===== src/rtl/ahb_lite_gpio_irq_pkg.sv =====
// Shared register indices and address helper for the AHB-Lite GPIO with interrupts.
package gpio_pkg;

  localparam logic [2:0] GPIO_OUT     = 3'd0;
  localparam logic [2:0] GPIO_OE      = 3'd1;
  localparam logic [2:0] GPIO_IN      = 3'd2;
  localparam logic [2:0] GPIO_SET     = 3'd3;
  localparam logic [2:0] GPIO_CLR     = 3'd4;
  localparam logic [2:0] GPIO_RISE_EN = 3'd5;
  localparam logic [2:0] GPIO_FALL_EN = 3'd6;
  localparam logic [2:0] GPIO_STATUS  = 3'd7;

  // Byte-offset bits below the word index for a bus of the given width.
  function automatic int gpio_alsb(input int hdata_width);
    return $clog2(hdata_width / 8);
  endfunction

endpackage


===== src/rtl/ahb_lite_gpio_irq_if.sv =====
// AHB-Lite bus bundle between a master and the GPIO slave.
interface ahb_lite_gpio_irq_if #(
  parameter int HADDR_WIDTH = 17,
  parameter int HDATA_WIDTH = 64
);
  logic [HADDR_WIDTH-1:0] HADDR;
  logic [1:0]             HTRANS;
  logic [2:0]             HSIZE;
  logic                   HWRITE;
  logic [HDATA_WIDTH-1:0] HWDATA;
  logic [HDATA_WIDTH-1:0] HRDATA;
  logic                   HREADY;
  logic                   HRESP;
  logic                   HSEL;
  logic                   HREADYOUT;

  modport master (
    output HADDR, HTRANS, HSIZE, HWRITE, HWDATA, HREADY, HSEL,
    input  HRDATA, HRESP, HREADYOUT
  );

  modport slave (
    input  HADDR, HTRANS, HSIZE, HWRITE, HWDATA, HREADY, HSEL,
    output HRDATA, HRESP, HREADYOUT
  );
endinterface


===== src/rtl/ahb_lite_gpio_irq_sync.sv =====
// Multi-stage flop chain bringing asynchronous pin inputs into the HCLK domain.
module gpio_sync #(
  parameter int WIDTH  = 8,
  parameter int STAGES = 2
) (
  input  logic             clk,
  input  logic             rst,
  input  logic [WIDTH-1:0] d_i,
  output logic [WIDTH-1:0] q_o
);

  logic [STAGES-1:0][WIDTH-1:0] chain_q;
  logic [STAGES-1:0][WIDTH-1:0] chain_d;

  // Shift the raw pins one stage deeper every cycle.
  always_comb begin
    chain_d    = chain_q;
    chain_d[0] = d_i;
    for (int i = 1; i < STAGES; i++) begin
      chain_d[i] = chain_q[i-1];
    end
  end

  // Chain state with synchronous reset.
  always_ff @(posedge clk) begin
    if (rst) begin
      chain_q <= '0;
    end else begin
      chain_q <= chain_d;
    end
  end

  assign q_o = chain_q[STAGES-1];

endmodule


===== src/rtl/ahb_lite_gpio_irq.sv =====
// Zero-wait-state AHB-Lite GPIO slave with atomic set/clear, input
// synchroniser and sticky edge-triggered interrupt status.
module ahb_lite_gpio_irq
  import gpio_pkg::*;
#(
  parameter int HADDR_WIDTH = 17,
  parameter int HDATA_WIDTH = 64,
  parameter int GPIO_WIDTH  = 8,
  parameter int SYNC_STAGES = 2
) (
  input  logic                  HCLK,
  input  logic                  HRESET,
  ahb_lite_gpio_irq_if.slave    ahb,
  input  logic [GPIO_WIDTH-1:0] gpio_i,
  output logic [GPIO_WIDTH-1:0] gpio_o,
  output logic [GPIO_WIDTH-1:0] gpio_oe,
  output logic                  irq
);

  localparam int ALSB = gpio_alsb(HDATA_WIDTH);

  logic [HADDR_WIDTH-1:0] haddr_s;
  logic [HDATA_WIDTH-1:0] hwdata_s;
  logic [HDATA_WIDTH-1:0] rdata_s;
  logic                   accept_s;
  logic [GPIO_WIDTH-1:0]  wd_s;
  logic [GPIO_WIDTH-1:0]  sync_s;
  logic [GPIO_WIDTH-1:0]  w1c_s;
  logic [GPIO_WIDTH-1:0]  rise_s;
  logic [GPIO_WIDTH-1:0]  fall_s;
  logic                   unused_s;

  logic                   write_q,   write_d;
  logic [2:0]             idx_q,     idx_d;
  logic [GPIO_WIDTH-1:0]  out_q,     out_d;
  logic [GPIO_WIDTH-1:0]  oe_q,      oe_d;
  logic [GPIO_WIDTH-1:0]  rise_en_q, rise_en_d;
  logic [GPIO_WIDTH-1:0]  fall_en_q, fall_en_d;
  logic [GPIO_WIDTH-1:0]  status_q,  status_d;
  logic [GPIO_WIDTH-1:0]  prev_q,    prev_d;
  logic                   irq_q,     irq_d;

  assign haddr_s  = ahb.HADDR;
  assign hwdata_s = ahb.HWDATA;
  assign accept_s = ahb.HSEL & ahb.HTRANS[1] & ahb.HREADY;
  assign wd_s     = hwdata_s[GPIO_WIDTH-1:0];
  assign unused_s = ^{ahb.HSIZE, ahb.HTRANS[0], haddr_s, hwdata_s};

  gpio_sync #(
    .WIDTH  (GPIO_WIDTH),
    .STAGES (SYNC_STAGES)
  ) u_sync (
    .clk (HCLK),
    .rst (HRESET),
    .d_i (gpio_i),
    .q_o (sync_s)
  );

  // Address-phase capture, data-phase register writes and edge detection.
  always_comb begin
    write_d   = accept_s & ahb.HWRITE;
    idx_d     = accept_s ? haddr_s[ALSB+2:ALSB] : idx_q;
    out_d     = out_q;
    oe_d      = oe_q;
    rise_en_d = rise_en_q;
    fall_en_d = fall_en_q;
    w1c_s     = '0;
    if (write_q) begin
      case (idx_q)
        GPIO_OUT:     out_d     = wd_s;
        GPIO_OE:      oe_d      = wd_s;
        GPIO_SET:     out_d     = out_q | wd_s;
        GPIO_CLR:     out_d     = out_q & ~wd_s;
        GPIO_RISE_EN: rise_en_d = wd_s;
        GPIO_FALL_EN: fall_en_d = wd_s;
        GPIO_STATUS:  w1c_s     = wd_s;
        default:      w1c_s     = '0;
      endcase
    end else begin
      w1c_s = '0;
    end
    prev_d   = sync_s;
    rise_s   = sync_s & ~prev_q & rise_en_q;
    fall_s   = ~sync_s & prev_q & fall_en_q;
    // New edges are ORed in after the clear so they survive a same-cycle W1C.
    status_d = (status_q & ~w1c_s) | rise_s | fall_s;
    irq_d    = |status_d;
  end

  // Read mux driven by the index captured in the address phase.
  always_comb begin
    rdata_s = '0;
    case (idx_q)
      GPIO_OUT:     rdata_s[GPIO_WIDTH-1:0] = out_q;
      GPIO_OE:      rdata_s[GPIO_WIDTH-1:0] = oe_q;
      GPIO_IN:      rdata_s[GPIO_WIDTH-1:0] = sync_s;
      GPIO_RISE_EN: rdata_s[GPIO_WIDTH-1:0] = rise_en_q;
      GPIO_FALL_EN: rdata_s[GPIO_WIDTH-1:0] = fall_en_q;
      GPIO_STATUS:  rdata_s[GPIO_WIDTH-1:0] = status_q;
      default:      rdata_s = '0;
    endcase
  end

  // All block state; reset also drops any pending data phase.
  always_ff @(posedge HCLK) begin
    if (HRESET) begin
      write_q   <= 1'b0;
      idx_q     <= 3'd0;
      out_q     <= '0;
      oe_q      <= '0;
      rise_en_q <= '0;
      fall_en_q <= '0;
      status_q  <= '0;
      prev_q    <= '0;
      irq_q     <= 1'b0;
    end else begin
      write_q   <= write_d;
      idx_q     <= idx_d;
      out_q     <= out_d;
      oe_q      <= oe_d;
      rise_en_q <= rise_en_d;
      fall_en_q <= fall_en_d;
      status_q  <= status_d;
      prev_q    <= prev_d;
      irq_q     <= irq_d;
    end
  end

  assign ahb.HRDATA    = rdata_s;
  assign ahb.HRESP     = 1'b0;
  assign ahb.HREADYOUT = 1'b1;
  assign gpio_o        = out_q;
  assign gpio_oe       = oe_q;
  assign irq           = irq_q;

endmodule


===== src/flat_wrapper.sv =====
// flat-port wrapper written by rule: the top's interface ports become plain ports
module ahb_lite_gpio_irq_flat import gpio_pkg::*;
#(
  parameter int HADDR_WIDTH = 17,
  parameter int HDATA_WIDTH = 64,
  parameter int GPIO_WIDTH  = 8,
  parameter int SYNC_STAGES = 2
)
  (HCLK, HRESET, gpio_i, gpio_o, gpio_oe, irq, ahb_HADDR, ahb_HTRANS, ahb_HSIZE, ahb_HWRITE, ahb_HWDATA, ahb_HREADY, ahb_HSEL, ahb_HRDATA, ahb_HRESP, ahb_HREADYOUT);
  ahb_lite_gpio_irq_if #(.HADDR_WIDTH(HADDR_WIDTH), .HDATA_WIDTH(HDATA_WIDTH)) ahb_i ();
  input  logic HCLK;
  input  logic HRESET;
  input  logic [GPIO_WIDTH-1:0] gpio_i;
  output logic [GPIO_WIDTH-1:0] gpio_o;
  output logic [GPIO_WIDTH-1:0] gpio_oe;
  output logic irq;
  input wire logic [$bits(ahb_i.HADDR)-1:0] ahb_HADDR;
  input wire logic [$bits(ahb_i.HTRANS)-1:0] ahb_HTRANS;
  input wire logic [$bits(ahb_i.HSIZE)-1:0] ahb_HSIZE;
  input wire logic [$bits(ahb_i.HWRITE)-1:0] ahb_HWRITE;
  input wire logic [$bits(ahb_i.HWDATA)-1:0] ahb_HWDATA;
  input wire logic [$bits(ahb_i.HREADY)-1:0] ahb_HREADY;
  input wire logic [$bits(ahb_i.HSEL)-1:0] ahb_HSEL;
  output wire logic [$bits(ahb_i.HRDATA)-1:0] ahb_HRDATA;
  output wire logic [$bits(ahb_i.HRESP)-1:0] ahb_HRESP;
  output wire logic [$bits(ahb_i.HREADYOUT)-1:0] ahb_HREADYOUT;
  assign ahb_i.HADDR = ahb_HADDR;
  assign ahb_i.HTRANS = ahb_HTRANS;
  assign ahb_i.HSIZE = ahb_HSIZE;
  assign ahb_i.HWRITE = ahb_HWRITE;
  assign ahb_i.HWDATA = ahb_HWDATA;
  assign ahb_i.HREADY = ahb_HREADY;
  assign ahb_i.HSEL = ahb_HSEL;
  assign ahb_HRDATA = ahb_i.HRDATA;
  assign ahb_HRESP = ahb_i.HRESP;
  assign ahb_HREADYOUT = ahb_i.HREADYOUT;
  ahb_lite_gpio_irq #(.HADDR_WIDTH(HADDR_WIDTH), .HDATA_WIDTH(HDATA_WIDTH), .GPIO_WIDTH(GPIO_WIDTH), .SYNC_STAGES(SYNC_STAGES)) u_core (.HCLK(HCLK), .HRESET(HRESET), .ahb(ahb_i), .gpio_i(gpio_i), .gpio_o(gpio_o), .gpio_oe(gpio_oe), .irq(irq));
endmodule

===== config.mk =====
export PLATFORM = sky130hd
export DESIGN_NAME = ahb_lite_gpio_irq_flat
export DESIGN_NICKNAME = d
export VERILOG_FILES = /design/src/rtl/ahb_lite_gpio_irq_pkg.sv /design/src/rtl/ahb_lite_gpio_irq_if.sv /design/src/rtl/ahb_lite_gpio_irq_sync.sv /design/src/rtl/ahb_lite_gpio_irq.sv /design/src/flat_wrapper.sv
export SDC_FILE = /design/constraint.sdc
export NUM_CORES = 1
export LEC_CHECK = 0
export ABC_AREA = 1
export BUFFER_PORTS_ARGS = -buffer_cell sky130_fd_sc_hd__buf_2
export CORE_ASPECT_RATIO = 0.75
export CORE_MARGIN = 2
export CORE_UTILIZATION = 30
export DETAILED_ROUTE_END_ITERATION = 8
export GPL_ROUTABILITY_DRIVEN = 0
export GPL_TIMING_DRIVEN = 1
export HOLD_SLACK_MARGIN = 0.02
export PLACE_DENSITY = 0.66
export SYNTH_ARGS = -nofsm -noshare
export SYNTH_HDL_FRONTEND = slang
export SYNTH_HIERARCHICAL = 1
export SYNTH_SLANG_ARGS = --single-unit

===== constraint.sdc =====
create_clock -name HCLK -period 3.1 [get_ports HCLK]
set_clock_uncertainty 0.2 [all_clocks]
set_input_delay 0.31 -clock HCLK [delete_from_list [all_inputs] [get_ports HCLK]]
set_output_delay 0.31 -clock HCLK [all_outputs]
set_load 0.05 [all_outputs]

[After elaboration in Yosys (flattened, before gate mapping)]
Index checks and enable logic that the tools add are counted.
Widths: inputs -> output; s select.
Storage, ports and cells
  logic and storage cells: 45
  register bits: 69
  input bits: 99
  output and inout bits: 83
Operators by class
  bitwise operators: 16
  reductions and logical operators: 7
  equal/unequal tests: 7
  mux-type cells: 4
Operator list (number)
  $and 8x8->8: 6
  $pmux 8 s6: 1
  $not 8->8: 4
  $or 8x8->8: 3
  $pmux 8 s3: 1
  $mux 8: 2
  $eq 3x3->1 const B: 4
  $reduce_and 2->1: 4
  $reduce_or 8->1: 1
  $eq 3x2->1 const B: 2
  $and 1x1->1: 3
  $eq 3x1->1 const B: 1
  $logic_not 3->1: 1
  $reduce_bool 3->1: 1

[Depth between registers and ports, before layout]
Gate-level depths: netlist (run 1).
  depth after elaboration: 8
  mapped depth: 9
  gate-level depth less buffers: 8

[Modules after synthesis]
Netlist (run 1), hierarchy kept.
By module, submodules not included
  ahb_lite_gpio_irq: area an instance 2864.0 µm², sequential area each 1061.0 µm², instances 1, cells an instance 404
  gpio_sync: area an instance 474.2 µm², sequential area each 320.3 µm², instances 1, cells an instance 50

[Worst setup path after synthesis (run 1)]
Ideal clock, no wire load.
  path kind: register -> output
  start point: register u_core.idx_q[1]
  end point: output port ahb_HRDATA[6]
  path slack: 1.015 ns
  data arrival time: 1.575 ns
  cell stages (with the launch flop): 3
  buffers on the path: 0
  required time: 2.590 ns
  path through: dfxtp_1 > nand3_1 > o2111ai_1
Between the ends
  word-level cells in the longest chain between the ends: 2
  elaborated cells on any way between the ends: 7
  those cells by class: 5 x eq/ne; 1 x mux; 1 x reduce/logical
Ends and longest elaborated chain
  from (decl): RTL line ahb_lite_gpio_irq.sv:34  | logic [2:0] idx_q, idx_d;
  from (signal assigned): RTL line ahb_lite_gpio_irq.sv:118  | idx_q <= idx_d;
  $eq 3x3->1 (tied with other cells): RTL line ahb_lite_gpio_irq.sv:93  | case (idx_q)
  $pmux 8 s6 *: RTL line ahb_lite_gpio_irq.sv:93
  to (decl): RTL line flat_wrapper.sv:24  | output wire logic [$bits(ahb_i.HRDATA)-1:0] ahb_HRDATA;
Mark *: on every way between the ends. The rest lies on a longest branch, timed or not.

[Worst setup path in the final report (run 1)]
  start point: register u_core.idx_q[2]
  end point: output port ahb_HRDATA[3]
Same word-level chain as after synthesis.

==> results of run 1 <==
[logic make-up after synthesis]
kind of cell | share of synthesized area [%]
compound gates | 13.6
simple gates | 25.1
flops | 41.4
buf+inv | 19.6
other cells | 0.225
[synthesized netlist by cell type]
| library cell | count | share of area, % |
|---|---|---|
| inv_1 | 30 | 3.4 |
| nor2_2 | 4 | 0.75 |
| o21ai_2 | 1 | 0.26 |
| buf_8 | 1 | 0.45 |
| nand4_1 | 8 | 1.5 |
| dfxtp_1 | 69 | 41 |
| nand2_2 | 2 | 0.37 |
| nand3_4 | 1 | 0.52 |
| conb_1 | 2 | 0.22 |
| nor2_4 | 3 | 1.0 |
| nor2_1 | 61 | 6.9 |
| nand2_1 | 90 | 10 |
| a211oi_1 | 3 | 0.67 |
| o21ai_0 | 6 | 0.90 |
| a22oi_1 | 8 | 1.8 |
| a21oi_2 | 1 | 0.26 |
| nand3_1 | 25 | 3.7 |
| clkbuf_1 | 7 | 0.79 |
| o21ai_1 | 9 | 1.3 |
| inv_2 | 4 | 0.45 |
| o2111ai_1 | 1 | 0.26 |
| a21oi_1 | 52 | 7.8 |
| nor3b_1 | 1 | 0.22 |
| clkbuf_2 | 1 | 0.15 |
| o21bai_2 | 1 | 0.34 |
| buf_6 | 3 | 1.0 |
| buf_2 | 1 | 0.15 |
| buf_4 | 59 | 13 |
[layer usage]
layer / routed length (µm) / share of wire [%] / vias up
li1: - / - / 1461
met1: 3790 / 47 / 1363
met2: 3720 / 46 / 100
met3: 553 / 6.8 / 2
met4: 27 / 0.33 / 0
met5: 0 / 0 / -
[final timing paths]
check | endpoint | startpoint
setup / recovery | ahb_HRDATA[3] | u_core/idx_q[2]$_SDFFE_PP0P_
hold / removal | u_core/idx_q[1]$_SDFFE_PP0P_ | ahb_HADDR[4]
setup reg to reg | u_core/fall_en_q[1]$_SDFFE_PP0P_ | u_core/idx_q[2]$_SDFFE_PP0P_
hold reg to reg | u_core/u_sync/q_o[6]$_SDFF_PP0_ | u_core/u_sync/chain_d[14]$_SDFF_PP0_
[area by class of cell]
cell class	count	area share, %
inverters	34	3.31
clock buffers	10	5.94
flip-flops and latches	69	35.9
well taps	140	4.55
repair buffers	61	9.22
multi-input cells	335	39.2
clock inverters	6	1.88
[power groups by stage]
stage / Combinational, µW / Sequential, µW / Clock (µW)
after floorplan: 269 / 936 / 0
final: 266 / 914 / 1030
after global placement: 255 / 933 / 0
after global routing: 283 / 916 / 1090
after detailed placement: 257 / 933 / 0
after CTS: 266 / 914 / 1050
[critical path, delay by kind of cell, from the launching register on]
kind	cells	cell delay, ps
compound gates	1	180
buf+inv	2	360
flops	1	510
simple gates	3	590
[registers in the layout (all words and copies together) (netlist names)]
name	cells
u_core/fall_en_q	8
u_core/gpio_o	8
u_core/gpio_oe	8
u_core/prev_q	8
u_core/rise_en_q	8
u_core/status_q	8
u_core/u_sync/chain_d	8
u_core/u_sync/q_o	8
u_core/idx_q	3
u_core/irq	1
u_core/write_q	1
[through the flow]
step           std cells  setup slack, ps  power, µW  hold WS, ps  utilization (%)
2_1_floorplan        510             1010       1210          188                -
3_3_place_gp         631              950       1190          193             31.8
3_5_place_dp         631              934       1190          192             31.8
4_1_cts              655              558       2230         28.8             35.3
5_1_grt              655              407       2290         47.2             35.3
6_report             655              605       2210         39.1             35.3
==> out/qor.csv, run 1 <==
stage,metric,value,unit
outcome,status,"complete, no violations",
power,internal-power,1570,µW
grt,grt_overflow,0,
worst_hold_path,hold_depth,3,
cts,clk_pin_slew,60,ps
detailed_routing,viasPerCell,4.47,
grt,grt_busiest_layer,met2,
placed_design,hpwlAfterDp,5800,µm
timing,fmax,401,MHz
cts,ctsHoldBuffers,8,
power,peakVddDrop,0.224,mV
cells_and_area,drive_gt1_share,16.5,%
worst_hold_path,hold_class,in -> reg,
timing,setup_tns,0,ps
timing,rsz0062_at_grt,no,
synthesis,syn-instance-count,454,
critical_path,critPathKind,reg -> out,
synthesis,ys_ff_latch,69,
cells_and_area,syn_to_final_growth,15.4,%
power,powerDensity,573,mW/mm²
grt,grt_max_degree,29,
power,switchingPower,638,µW
floorplan,start_util,30.6,%
grt,grt_pass1_wl,13200,µm
cells_and_area,multi_input_area,0.00151,mm²
floorplan,die_area,0.0120,mm²
synthesis,yosys_warnings,6,
synthesis,synth_area,0.00334,mm²
cts,worstSkewPairLatency,340,ps
placed_design,io_buffer_count,49,
power,clkPwrFrac,46.5,%
cts,cts.repair.resized,0,
cts,cts-root-buf,clkbuf_16,
timing,period_needed,2490,ps
cells_and_area,stdcell_area,0.00385,mm²
cells_and_area,final-seq-area,0.00138,mm²
placed_design,detailed_place.area,0.00347,mm²
power,switching_share,28.9,%
critical_path,start_kind,flop,
synthesis,yosysSeqAreaShare,41.4,%
detailed_routing,vias,2926,
detailed_routing,drt_pass1_iterations,4,
synthesis,yosysUniqueCellTypes,28,
power,power.share.sequential,41.4,%
detailed_routing,wirelength,8100,µm
critical_path,ff2ff_setup_slack,1220,ps
cells_and_area,final_common_cell,nand2_1,
critical_path,crit_path_top_delay_cell,dfxtp_1,
critical_path,cp-end-kind,output port,
critical_path,crit_chain,"inv_2, nand3_1, nor2_1, a21oi_1, nand4_1, buf_2",
power,power_frac_comb,12.1,%
run,cap_violations,0,
cts,htreeDepth,3,
timing,slew_headroom,65.3,%
grt,antenna_found_initial,0,
critical_path,slowest_delay,510,ps
cts,cts_setup_buffers,0,
timing,slew_violations,0,
grt,use_met3,4.32,%
cts,cts_buffers,9,
timing,worstMarginPinSlew,520,ps
cells_and_area,fin_nets,609,
power,p_leak,0.00167,µW
cts,cts_sinks,69,
cts,cts_max_path_buffers,2,
synthesis,syn_area_per_cell,7.35,µm²
cells_and_area,n_antenna_cell,0,
timing,setup_viol,0,
grt,grt_pass1_vias,2843,
critical_path,crit_arrival,1980,ps
floorplan,die_h,95.4,µm
detailed_routing,drt-initial-drc-count,143,
critical_path,cp.required,2590,ps
floorplan,design.core.area,0.0109,mm²
critical_path,rr_worst_depth,5,
grt,grt_use_met2,23.4,%
detailed_routing,wire_per_inst,12.4,µm
detailed_routing,ant_nets,0,
cts,cts_tree,done,
cells_and_area,nFillCells,1154,
floorplan,fp.dieW,126,µm
floorplan,rows,33,
timing,hold_violations,0,
grt,grt_usage,13.9,%
detailed_routing,drc,0,
grt,met1_usage,17.5,%
cells_and_area,final_cell_mix,"nand2_1 (90), dfxtp_1 (69), nor2_1 (61), conb_1 (58), a21oi_1 (52)",
timing,fin_crit_sh,80.5,%
floorplan,io_pins,182,
critical_path,path_max_fanout,8,
Power figures use the tool's default switching activity.
==> run 2, diff against run 1 <==
Clock period 3.1 ns to 2.3 ns, I/O delays scaled along.
==> run 2 against run 1 <==
  * Global-route usage up 0.27 points
  * Worst hold slack better by 65 ps
  * Register-to-register slack worse by 590 ps
  * Routed wire length up 1.8%
  * Utilization up 2.0 points
  * Sequential power up 35%
  * Sequential share of layout area down 1.8 points
  * Power up 30%
  * Critical path type unchanged
  * Critical endpoint is now ahb_HRDATA[1]
  * Largest power group unchanged
  * Highest routed layer unchanged
==> out/qor.csv, run 2 (synthesis results as in run 1) <==
stage,metric,value,unit,change
outcome,status,"complete, no violations",,
timing,setup_viol,0,,unchanged
floorplan,fp.dieW,126,µm,unchanged
cells_and_area,final_common_cell,nand2_1,,
timing,setup_ws,108,ps,-497 ps
detailed_routing,drc,0,,unchanged
cts,cts_buffers,9,,unchanged
cells_and_area,n_antenna_cell,0,,unchanged
floorplan,die_h,95.4,µm,unchanged
power,peakVddDrop,0.393,mV,+76%
floorplan,die_area,0.0120,mm²,unchanged
critical_path,crit_arrival,1760,ps,-220 ps
floorplan,design.core.area,0.0109,mm²,unchanged
detailed_routing,wire_per_inst,12.2,µm,-1.3%
placed_design,io_buffer_count,49,,unchanged
cts,cts_tree,done,,
grt,grt_usage,14.2,%,+0.27 points
critical_path,path_max_fanout,6,,-2
timing,slew_violations,0,,unchanged
critical_path,start_kind,flop,,
detailed_routing,drt-initial-drc-count,146,,+2.1%
run,cap_violations,0,,unchanged
power,p_total,2860,µW,+30%
floorplan,start_util,30.6,%,unchanged
cts,clk_pin_slew,50,ps,about the same
timing,rsz0062_at_grt,no,,
timing,period_needed,2190,ps,
floorplan,io_pins,182,,unchanged
cells_and_area,drive_gt1_share,17.4,%,+0.88 points
timing,setup_tns,0,ps,unchanged
critical_path,cp.required,1870,ps,-720 ps
grt,antenna_found_initial,0,,unchanged
cts,cts_max_path_buffers,2,,unchanged
grt,grt_pass1_wl,13200,µm,+0.27%
cells_and_area,syn_to_final_growth,22.1,%,
cells_and_area,final_cell_mix,"nand2_1 (90), dfxtp_1 (66), nor2_1 (60), conb_1 (58), a21oi_1 (52)",,
cts,cts_sinks,69,,unchanged
critical_path,critPathKind,reg -> out,,
detailed_routing,viasPerCell,4.45,,-0.28%
critical_path,cp-end-kind,output port,,
worst_hold_path,hold_class,in -> reg,,
grt,grt_max_degree,65,,+120%
cts,htreeDepth,3,,unchanged
cts,cts-root-buf,clkbuf_16,,
cts,worstSkewPairLatency,330,ps,about the same
detailed_routing,vias,3007,,+2.8%
floorplan,rows,33,,unchanged
grt,grt_overflow,0,,unchanged
timing,fmax,456,MHz,
timing,holdWs,104,ps,+64.7 ps
detailed_routing,wirelength,8240,µm,+1.8%
timing,hold_violations,0,,unchanged
detailed_routing,ant_nets,0,,unchanged
placed_design,place_ws,258,ps,-676 ps
cells_and_area,nFillCells,1148,,-0.52%
grt,grt_pass1_vias,2809,,-1.2%
power,powerDensity,702,mW/mm²,+23%
placed_design,hpwlAfterDp,5740,µm,-0.93%
detailed_routing,drt_pass1_iterations,5,,+1
power,p_leak,0.00176,µW,+5.1%
cells_and_area,fin_nets,630,,+3.4%
timing,fin_crit_sh,95.3,%,
run 2: cell type report:
class	instances	area (µm²)	share of cell area, %
Multi-Input combinational cell	335	1510	37.2
Inverter	34	130	3.19
Clock buffer	11	243	5.96
Timing Repair Buffer	82	601	14.7
Clock inverter	4	25.0	0.614
Sequential cell	69	1390	34.0
Tap cell	140	175	4.30
run 2: per-stage QoR:
step,area [µm²],std cells,utilization [%]
final,4080,675,37.4
after global placement,3500,631,32.1
after floorplan,3550,510,-
after global routing,4080,675,37.4
after detailed placement,3500,631,32.1
after CTS,4070,675,37.3
run 2: worst paths after layout:
| path | startpoint | endpoint | slack (ps) | cells after the start |
|---|---|---|---|---|
| worst min register to register | u_core/u_sync/chain_d[14]$_SDFF_PP0_ | u_core/u_sync/q_o[6]$_SDFF_PP0_ | 200 | 2 |
| worst max register to register | u_core/idx_q[1]$_SDFFE_PP0P_ | u_core/fall_en_q[3]$_SDFFE_PP0P_ | 630 | 7 |
| worst max-delay path | u_core/idx_q[0]$_SDFFE_PP0P_ | ahb_HRDATA[1] | 110 | 7 |
| worst min-delay path | ahb_HTRANS[1] | u_core/write_q$_SDFF_PP0_ | 100 | 3 |
run 2: critical path: stages, from the launching register on:
cell and delay (ps):
dfxtp_2 400, inv_2 70, nand3_1 180, buf_4 200, nor2_1 50, a21oi_1 130, nand4_1 160, clkbuf_4 250
run 2: where the power goes:
part,internal (µW),leakage [µW],total (µW),switching [µW]
Combinational,71.1,0.00107,386,315
Clock,748,0.000127,1240,495
Sequential,1220,0.000562,1230,15.1
run 2: per-layer routing:
metal  global-route usage [%]  vias to the layer above  wire length, µm  part of all wire, %
li1                         -                     1503                -                    -
met1                     17.7                     1357             3640                   44
met2                     23.6                      144             3830                   46
met3                     5.50                        3              744                  9.0
met4                     3.02                        0               22                 0.27
met5                        0                        -                0                    0
run 2: what timing repair did:
action,4_1_cts,5_1_grt
hold endpoints to repair,32,0
buffers inserted,3,0
gates cloned,0,0
gates resized for setup,5,5
setup endpoints to repair,7,8
pin swaps,1,0
hold buffers,26,0
